<file path="src/rtl/eu_icon_read_arbiter.sv">
// eu_icon_read_arbiter
// Round-robin arbiter that shares one execution unit's interconnect read port
// between NUM_REQ requesters. Each transaction is arbitrated, held on the EU
// port until success, and then answered with a single done pulse.
// Optional feature macro: EU_ICON_ARB_TIMEOUT_EN. When it is defined, a
// request is abandoned after MAX_WAIT cycles without success, and a fail
// pulse is produced.
//
// state  | meaning
// IDLE   | no transaction; arbitrate among req_valid_i
// ISSUE  | request held on the EU port until eu_rsuccess_i
// DONE   | done pulse to the granted requester, rr_ptr advances
// FAIL   | fail pulse to the granted requester (timeout build only)

module eu_icon_read_arbiter #(
  parameter int NUM_REQ  = 4,
  parameter int ADDR_W   = 8,
  parameter int DATA_W   = 32,
  parameter int MAX_WAIT = 15
) (
  input  logic                      clk,
  input  logic                      reset,
  input  logic [NUM_REQ-1:0]        req_valid_i,
  input  logic [NUM_REQ*ADDR_W-1:0] req_addr_i,
  output logic [NUM_REQ-1:0]        req_done_o,
  output logic [NUM_REQ-1:0]        req_fail_o,
  output logic [DATA_W-1:0]         req_data_o,
  output logic [ADDR_W-1:0]         eu_raddr_o,
  output logic                      eu_rvalid_o,
  input  logic                      eu_rsuccess_i,
  input  logic [DATA_W-1:0]         eu_rdata_i,
  output logic                      busy_o
);

  localparam int IDX_W = (NUM_REQ > 1) ? $clog2(NUM_REQ) : 1;
  localparam logic [7:0] WAIT_LAST = 8'(MAX_WAIT - 1);

  typedef enum logic [1:0] {ST_IDLE, ST_ISSUE, ST_DONE, ST_FAIL} state_t;

  state_t              state, state_d;
  logic [IDX_W-1:0]    rr_ptr, rr_ptr_d;
  logic [IDX_W-1:0]    gnt_idx, gnt_idx_d;
  logic [ADDR_W-1:0]   gnt_addr, gnt_addr_d;
  logic [7:0]          wait_cnt, wait_cnt_d;
  logic [DATA_W-1:0]   data_d;
  logic [ADDR_W-1:0]   raddr_d;
  logic                rvalid_d, busy_d;
  logic [NUM_REQ-1:0]  done_d, fail_d;
  logic [IDX_W-1:0]    pick, next_ptr;
  logic                found;

`ifndef EU_ICON_ARB_TIMEOUT_EN
  // The wait limit only matters when the timeout is compiled in.
  logic unused_wait_last;
  assign unused_wait_last = ^WAIT_LAST;
`endif

  // Next-state logic plus the next value of every registered output.
  always_comb begin
    logic [IDX_W:0]   sum;
    logic [IDX_W-1:0] cand;
    state_d    = state;
    rr_ptr_d   = rr_ptr;
    gnt_idx_d  = gnt_idx;
    gnt_addr_d = gnt_addr;
    wait_cnt_d = wait_cnt;
    data_d     = req_data_o;
    found      = 1'b0;
    pick       = '0;
    sum        = '0;
    cand       = '0;
    next_ptr   = (gnt_idx == IDX_W'(NUM_REQ - 1)) ? '0 : gnt_idx + 1'b1;

    // First requester at or after rr_ptr, wrapping modulo NUM_REQ.
    for (int i = 0; i < NUM_REQ; i++) begin
      sum = {1'b0, rr_ptr} + (IDX_W+1)'(i);
      if (sum >= (IDX_W+1)'(NUM_REQ)) sum = sum - (IDX_W+1)'(NUM_REQ);
      cand = sum[IDX_W-1:0];
      if (!found && req_valid_i[cand]) begin
        found = 1'b1;
        pick  = cand;
      end
    end

    case (state)
      ST_IDLE: begin
        if (found) begin
          gnt_idx_d  = pick;
          gnt_addr_d = req_addr_i[int'(pick)*ADDR_W +: ADDR_W];
          wait_cnt_d = '0;
          state_d    = ST_ISSUE;
        end
      end
      ST_ISSUE: begin
        if (eu_rsuccess_i) begin
          data_d  = eu_rdata_i;
          state_d = ST_DONE;
        end else begin
`ifdef EU_ICON_ARB_TIMEOUT_EN
          if (wait_cnt == WAIT_LAST) state_d = ST_FAIL;
`endif
          if (wait_cnt != 8'hFF) wait_cnt_d = wait_cnt + 8'd1;
        end
      end
      ST_DONE, ST_FAIL: begin
        rr_ptr_d = next_ptr;
        state_d  = ST_IDLE;
      end
      default: state_d = ST_IDLE;
    endcase

    // Outputs are decoded from the next state so they line up with it.
    rvalid_d = (state_d == ST_ISSUE);
    raddr_d  = rvalid_d ? gnt_addr_d : '0;
    busy_d   = (state_d != ST_IDLE);
    done_d   = '0;
    fail_d   = '0;
    if (state_d == ST_DONE) done_d[gnt_idx_d] = 1'b1;
`ifdef EU_ICON_ARB_TIMEOUT_EN
    if (state_d == ST_FAIL) fail_d[gnt_idx_d] = 1'b1;
`endif
  end

  // State, bookkeeping and registered outputs; reset drops any transaction.
  always_ff @(posedge clk) begin
    if (reset) begin
      state       <= ST_IDLE;
      rr_ptr      <= '0;
      gnt_idx     <= '0;
      gnt_addr    <= '0;
      wait_cnt    <= '0;
      req_done_o  <= '0;
      req_fail_o  <= '0;
      req_data_o  <= '0;
      eu_raddr_o  <= '0;
      eu_rvalid_o <= 1'b0;
      busy_o      <= 1'b0;
    end else begin
      state       <= state_d;
      rr_ptr      <= rr_ptr_d;
      gnt_idx     <= gnt_idx_d;
      gnt_addr    <= gnt_addr_d;
      wait_cnt    <= wait_cnt_d;
      req_done_o  <= done_d;
      req_fail_o  <= fail_d;
      req_data_o  <= data_d;
      eu_raddr_o  <= raddr_d;
      eu_rvalid_o <= rvalid_d;
      busy_o      <= busy_d;
    end
  end

endmodule

</file>
<file path="config.mk">
export PLATFORM = sky130hd
export DESIGN_NAME = eu_icon_read_arbiter
export DESIGN_NICKNAME = d
export VERILOG_FILES = /design/src/rtl/eu_icon_read_arbiter.sv
export SDC_FILE = /design/constraint.sdc
export NUM_CORES = 1
export LEC_CHECK = 0
export CELL_PAD_IN_SITES_DETAIL_PLACEMENT = 1
export CELL_PAD_IN_SITES_GLOBAL_PLACEMENT = 1
export CORE_MARGIN = 10
export CORE_UTILIZATION = 30
export CTS_CLUSTER_DIAMETER = 30
export CTS_CLUSTER_SIZE = 20
export DETAILED_ROUTE_END_ITERATION = 16
export GPL_TIMING_DRIVEN = 0
export PLACE_DENSITY_LB_ADDON = 0.1
export SLEW_MARGIN = 20
export SYNTH_ARGS = -nofsm -noshare
export SYNTH_HDL_FRONTEND = slang
export SYNTH_SLANG_ARGS = --single-unit
</file>
<file path="constraint.sdc">
create_clock -name clk -period 2.8 [get_ports clk]
set_input_delay 0.56 -clock clk [delete_from_list [all_inputs] [get_ports clk]]
set_output_delay 0.56 -clock clk [all_outputs]
set_load 0.01 [all_outputs]
</file>
# Word-level counts from Yosys, hierarchy flattened
# Index checks and enable logic that the tools add are counted.
[totals]
word_cells = 79
mem_bits_rw = 0
inputBits = 71
mem_bits_ro = 0
ff_bits = 60
latchBits = 0
output_inout_bits = 50
memories = 0
[classes]
multipliers = 0
div = 0
n_shift = 1
add_sub_neg = 8
reduce_logical = 13
bitwise = 2
n_lt_le_gt_ge = 10
eq_ne = 6
mux = 30
[op_table]
columns = ["op", "n"]
rows = [
  ["$shiftx A32 B6 Y8", 1],
  ["$mux W2", 13],
  ["$mux W8", 2],
  ["$lt A2 B3 Y1 const B", 5],
  ["$ge A3 B3 Y1 const B", 3],
  ["$mux W1", 9],
  ["$bmux W1 S2", 4],
  ["$eq A2 B2 Y1 const B", 4],
  ["$sub A2 B1 Y2 const B", 4],
  ["$add A2 B2 Y3 const B", 2],
  ["$pmux W2 S3", 1],
  ["$reduce_or A2 Y1", 3],
  ["$eq A2 B1 Y1 const B", 2],
  ["$logic_and A1 B1 Y1", 4],
  ["$add A2 B1 Y3 const B", 1],
  ["$ge A2 B3 Y1 const B", 1],
  ["$logic_not A1 Y1", 3],
  ["$add A2 B1 Y2 const B", 1],
  ["$demux W1 S2", 1],
  ["$ge A2 B1 Y1 const B", 1],
  ["$logic_not A2 Y1", 1],
  ["$not A1 Y1", 2],
  ["$reduce_and A2 Y1", 1],
  ["$reduce_bool A2 Y1", 1],
]

# Logic depth before layout (Yosys ltp)
[depth]
depth_word = 20
depth_mapped = 7
depth_no_buf = 5

# Worst setup path after synthesis
# No wires, ideal clock.
[synth_timing]
path_type = "input to register"
startpoint = "input port req_valid_i[1]"
endpoint = "register gnt_addr[0]"
setup_time_ps = 139
arrival_ps = 1774
cell_stages = 7
slack_ps = 887
path_buffers = 2
cell_sequence = "nand2b_1 -> a21oi_1 -> o32a_1 -> buf_2 -> buf_4 -> mux2i_1 -> o221ai_1"
[synth_via]
elab_chain_len = 15
word_cells_on_any_way = 25
cone_classes = "shift: 1; mux: 18; reduce/logical: 6"
[synth_lines]
columns = ["item", "line_no", "rtl"]
rows = [
  ["start, declared", "23", "input logic [NUM_REQ-1:0] req_valid_i,"],
  ["$bmux W1 S2", "79", "if (!found && req_valid_i[cand]) begin"],
  ["$mux W1 (not written as such)", "79", ""],
  ["$mux W1", "79", ""],
  ["$logic_not A1 Y1", "79", ""],
  ["$logic_and A1 B1 Y1", "79", ""],
  ["$mux W1", "79", ""],
  ["$logic_not A1 Y1", "79", ""],
  ["$logic_and A1 B1 Y1", "79", ""],
  ["$mux W1", "79", ""],
  ["$logic_not A1 Y1", "79", ""],
  ["$logic_and A1 B1 Y1", "79", ""],
  ["$mux W2", "79", ""],
  ["$shiftx A32 B6 Y8", "89", "gnt_addr_d = req_addr_i[int'(pick)*ADDR_W +: ADDR_W];"],
  ["$mux W8 *", "87", "if (found) begin"],
  ["$mux W8 *", "85", "case (state)"],
  ["end signal, assigned", "142", "gnt_addr <= gnt_addr_d;"],
  ["end, declared", "43", "logic [ADDR_W-1:0] gnt_addr, gnt_addr_d;"],
]
# Mark *: on every way between the ends. The rest lies on a longest branch, timed or not. The select of a mux whose other input is x is not followed.
# A chain may end at the register's enable or synchronous reset.

# Worst setup path after layout
[layout_timing]
startpoint = "input port req_valid_i[3]"
endpoint = "register eu_raddr_o[2]"
[layout_via]
elab_chain_len = 17
word_cells_on_any_way = 30
cone_classes = "eq/ne: 1; shift: 1; mux: 20; bitwise: 1; reduce/logical: 7"
[layout_lines]
columns = ["item", "line_no", "rtl"]
rows = [
  ["branches (longest 17 deep; another with $bmux W1 S2)", "n/a", ""],
  ["end signal, assigned", "147", "eu_raddr_o <= raddr_d;"],
  ["end, declared", "28", "output logic [ADDR_W-1:0] eu_raddr_o,"],
]
# Several ways; the timed one is not identified. The select of a mux whose other input is x is not followed.

==> impl_metrics.yaml <==
floorplan:
  die_area_sq_um: 11900
  dieWidth_um: 109
  initial_core_util_pct: 31.0
  chipHeight_um: 109
  rows: 32
  ios: 121
  coreArea_sq_um: 7730
cts:
  cts_tree: "built"
  clock-root-buffer: "clkbuf_8"
  clockBufferDepth: 2
  htree_num_levels: 3
  clkSlewWorstSetupHoldPaths_ps: 70
  cts_resized: 0
  cts_hold_buf: 0
  clkLatencyLatePin_ps: 340
  postCtsSetupRepairBufs: 0
  clock-sinks: 60
  cts_made_buffers: 9
placement:
  gp_congestion: 0.703
  port_buffers: 116
  dp_hpwl_um: 6390
timing:
  slew_headroom_pct: 29.7
  rsz0062_at_grt: "no"
  fmax_mhz: 395
  hold_viol_final: 0
  slew_violations: 0
  skew_ps: 9.73
  post-route-period-util_pct: 90.3
  tightest_slew_ps: 1050
  min_period_ps: 2530
  fin_hold_ws_ps: 452
  setup_viol: 0
  fin_tns_setup_ps: 0
critical_path:
  critPathRequiredTime_ps: 3000
  worstPathMaxFanout: 10
  crit_start: "req_valid_i[3]"
  crit_path_start_kind: "input port"
  r2r_start: "rr_ptr[0]"
  cp.arrival_ps: 2720
  end_kind: "flip-flop"
  path_class: "input port to flip-flop"
grt:
  grt-ovfl-total: 0
  grt_usage_pct: 13.8
  grt_pass1_vias: 2457
  antenna_found_initial: 0
  grt_max_degree: 11
  grt_pass1_wl_um: 12700
routing:
  first_iter_violations: 39
  num_vias: 2393
  drtPass1Iterations: 4
  met1Wirelength_um: 3140
  wl_met2_um: 3850
  dr.max_layer_used: "met4"
  dr_wl_met3_um: 977
  drt-total-wl_um: 8110
  drc: 0
  wl_per_cell_um: 15.9
  viasPerCell: 4.69
  antenna_left: 0
synthesis:
  synth_edf_count: 0
  yosysWarnings: 0
  yosysTopAreaCellShare_pct: 50.2
  yosys_most_used_dff: "dfxtp_1"
  synth_area_leaders: "dfxtp_1 (50%), nand2_1 (13%), mux2i_1 (7.9%)"
  yosysMostFrequentCell: "nand2_1"
  yosysUniqueCellTypes: 31
  ys_async_sr_fraction_pct: 0
  synth-seq-cells: 60
  syn_inst: 274
  synth_common_cells: "nand2_1 (81), dfxtp_1 (60), a21oi_1 (34), mux2i_1 (19), o221ai_1 (14)"
  synth.cell_area_sq_um: 2390
  yosysSeqAreaShare_pct: 50.2
  yosysTopAreaCell: "dfxtp_1"
  synth.avg_cell_area_sq_um: 8.73
power:
  irDropWorstVdd_v: 0.000246
  p_per_area_nw_per_um2: 529
  cellInternalPower_mw: 1.51
  swShare_pct: 26.1
  leakage_nw: 1.40
  power_frac_seq_pct: 46.1
  power_frac_clock_pct: 33.8
  p_comb_share_pct: 20.1
  switchingPower_mw: 0.533
worst_hold_path:
  hold_start: "req_data_o[29]"
  min_path_type: "flip-flop to flip-flop"
cells_and_area:
  drive_gt1_share_pct: 6.37
  nets: 476
  area_growth_pct: 61.4
  diodes: 0
outcome:
  status: "finished, final reports clean"
job:
  cap_violations: 0
final timing paths:
check                         to  slack, ps  cells after the start
setup / recovery   eu_raddr_o[2]        270                      6
hold / removal    req_data_o[29]        450                      2
setup reg to reg   eu_raddr_o[2]        790                      6
hold reg to reg   req_data_o[29]        450                      2
per-layer routing:
metal	vias to the layer above	track usage (%)
li1	1194	-
met1	1124	14.8
met2	64	21.6
met3	11	8.13
met4	0	6.41
met5	-	0
state kept, by name, indices dropped and copies added, names as in the netlist:
name,count
busy_o,1
eu_raddr_o,8
eu_rvalid_o,1
gnt_addr,8
gnt_idx,2
req_data_o,32
req_done_o,4
rr_ptr,2
state,2
worst max-delay path, cell delays in order:
cell	delay, ps
clkdlybuf4s50_1	470
nor4_1	710
nor4_1	100
o21ai_1	350
buf_2	350
o221ai_1	170
placed cells by master (no fill, tap or decap), drive strengths merged:
cell type	count
and2	1
dfxtp	60
o21a	2
or2	2
nor2	11
mux2	1
nand3b	1
or3	3
nand2	81
o32a	1
clkdlybuf4s50	116
mux2i	19
o221ai	16
o41ai	1
nand2b	4
buf	10
clkinv	2
nor3	4
a21oi	34
nor2b	4
and3b	1
o21ai	1
conb	4
clkbuf	25
nor4	2
o31ai	1
ha	1
cell type report:
class / instances / area, sq um
buffer: 22 / 123
clock buffer: 13 / 159
clock inverter: 2 / 10.0
fill: 905 / 3870
tap: 102 / 128
timing repair buffer: 116 / 1160
sequential: 60 / 1200
multi-input combinational: 195 / 1080
power by group through the flow:
stage | Combinational, mW | Clock [mW] | Sequential, mW
after floorplan | 0.165 | 0 | 0.977
after global placement | 0.410 | 0 | 0.957
after detailed placement | 0.418 | 0 | 0.961
after CTS | 0.420 | 0.713 | 0.942
after global routing | 0.453 | 0.756 | 0.948
final | 0.411 | 0.690 | 0.942
metrics by stage:
stage	area (sq um)	worst slack [ps]	utilization (%)	instances	power, mW
2_1_floorplan	2400	887	-	277	1.14
3_3_place_gp	3690	-58.0	47.8	495	1.37
3_5_place_dp	3690	-84.7	47.8	495	1.38
4_1_cts	3860	264	50.0	510	2.07
5_1_grt	3860	63.7	50.0	510	2.16
6_report	3860	271	50.0	510	2.04
cell families after synthesis:
kind of cell / after synthesis / synth area share, %
muxes: 20 / 8.42
other: 1 / 0.157
and+or+nand+nor: 114 / 20.1
buffers and inverters: 22 / 5.13
adders and majority gates: 1 / 0.523
DFF: 60 / 50.2
AOI/OAI and AO/OA: 56 / 15.4
Note: power is estimated with default switching activity, not from simulation.
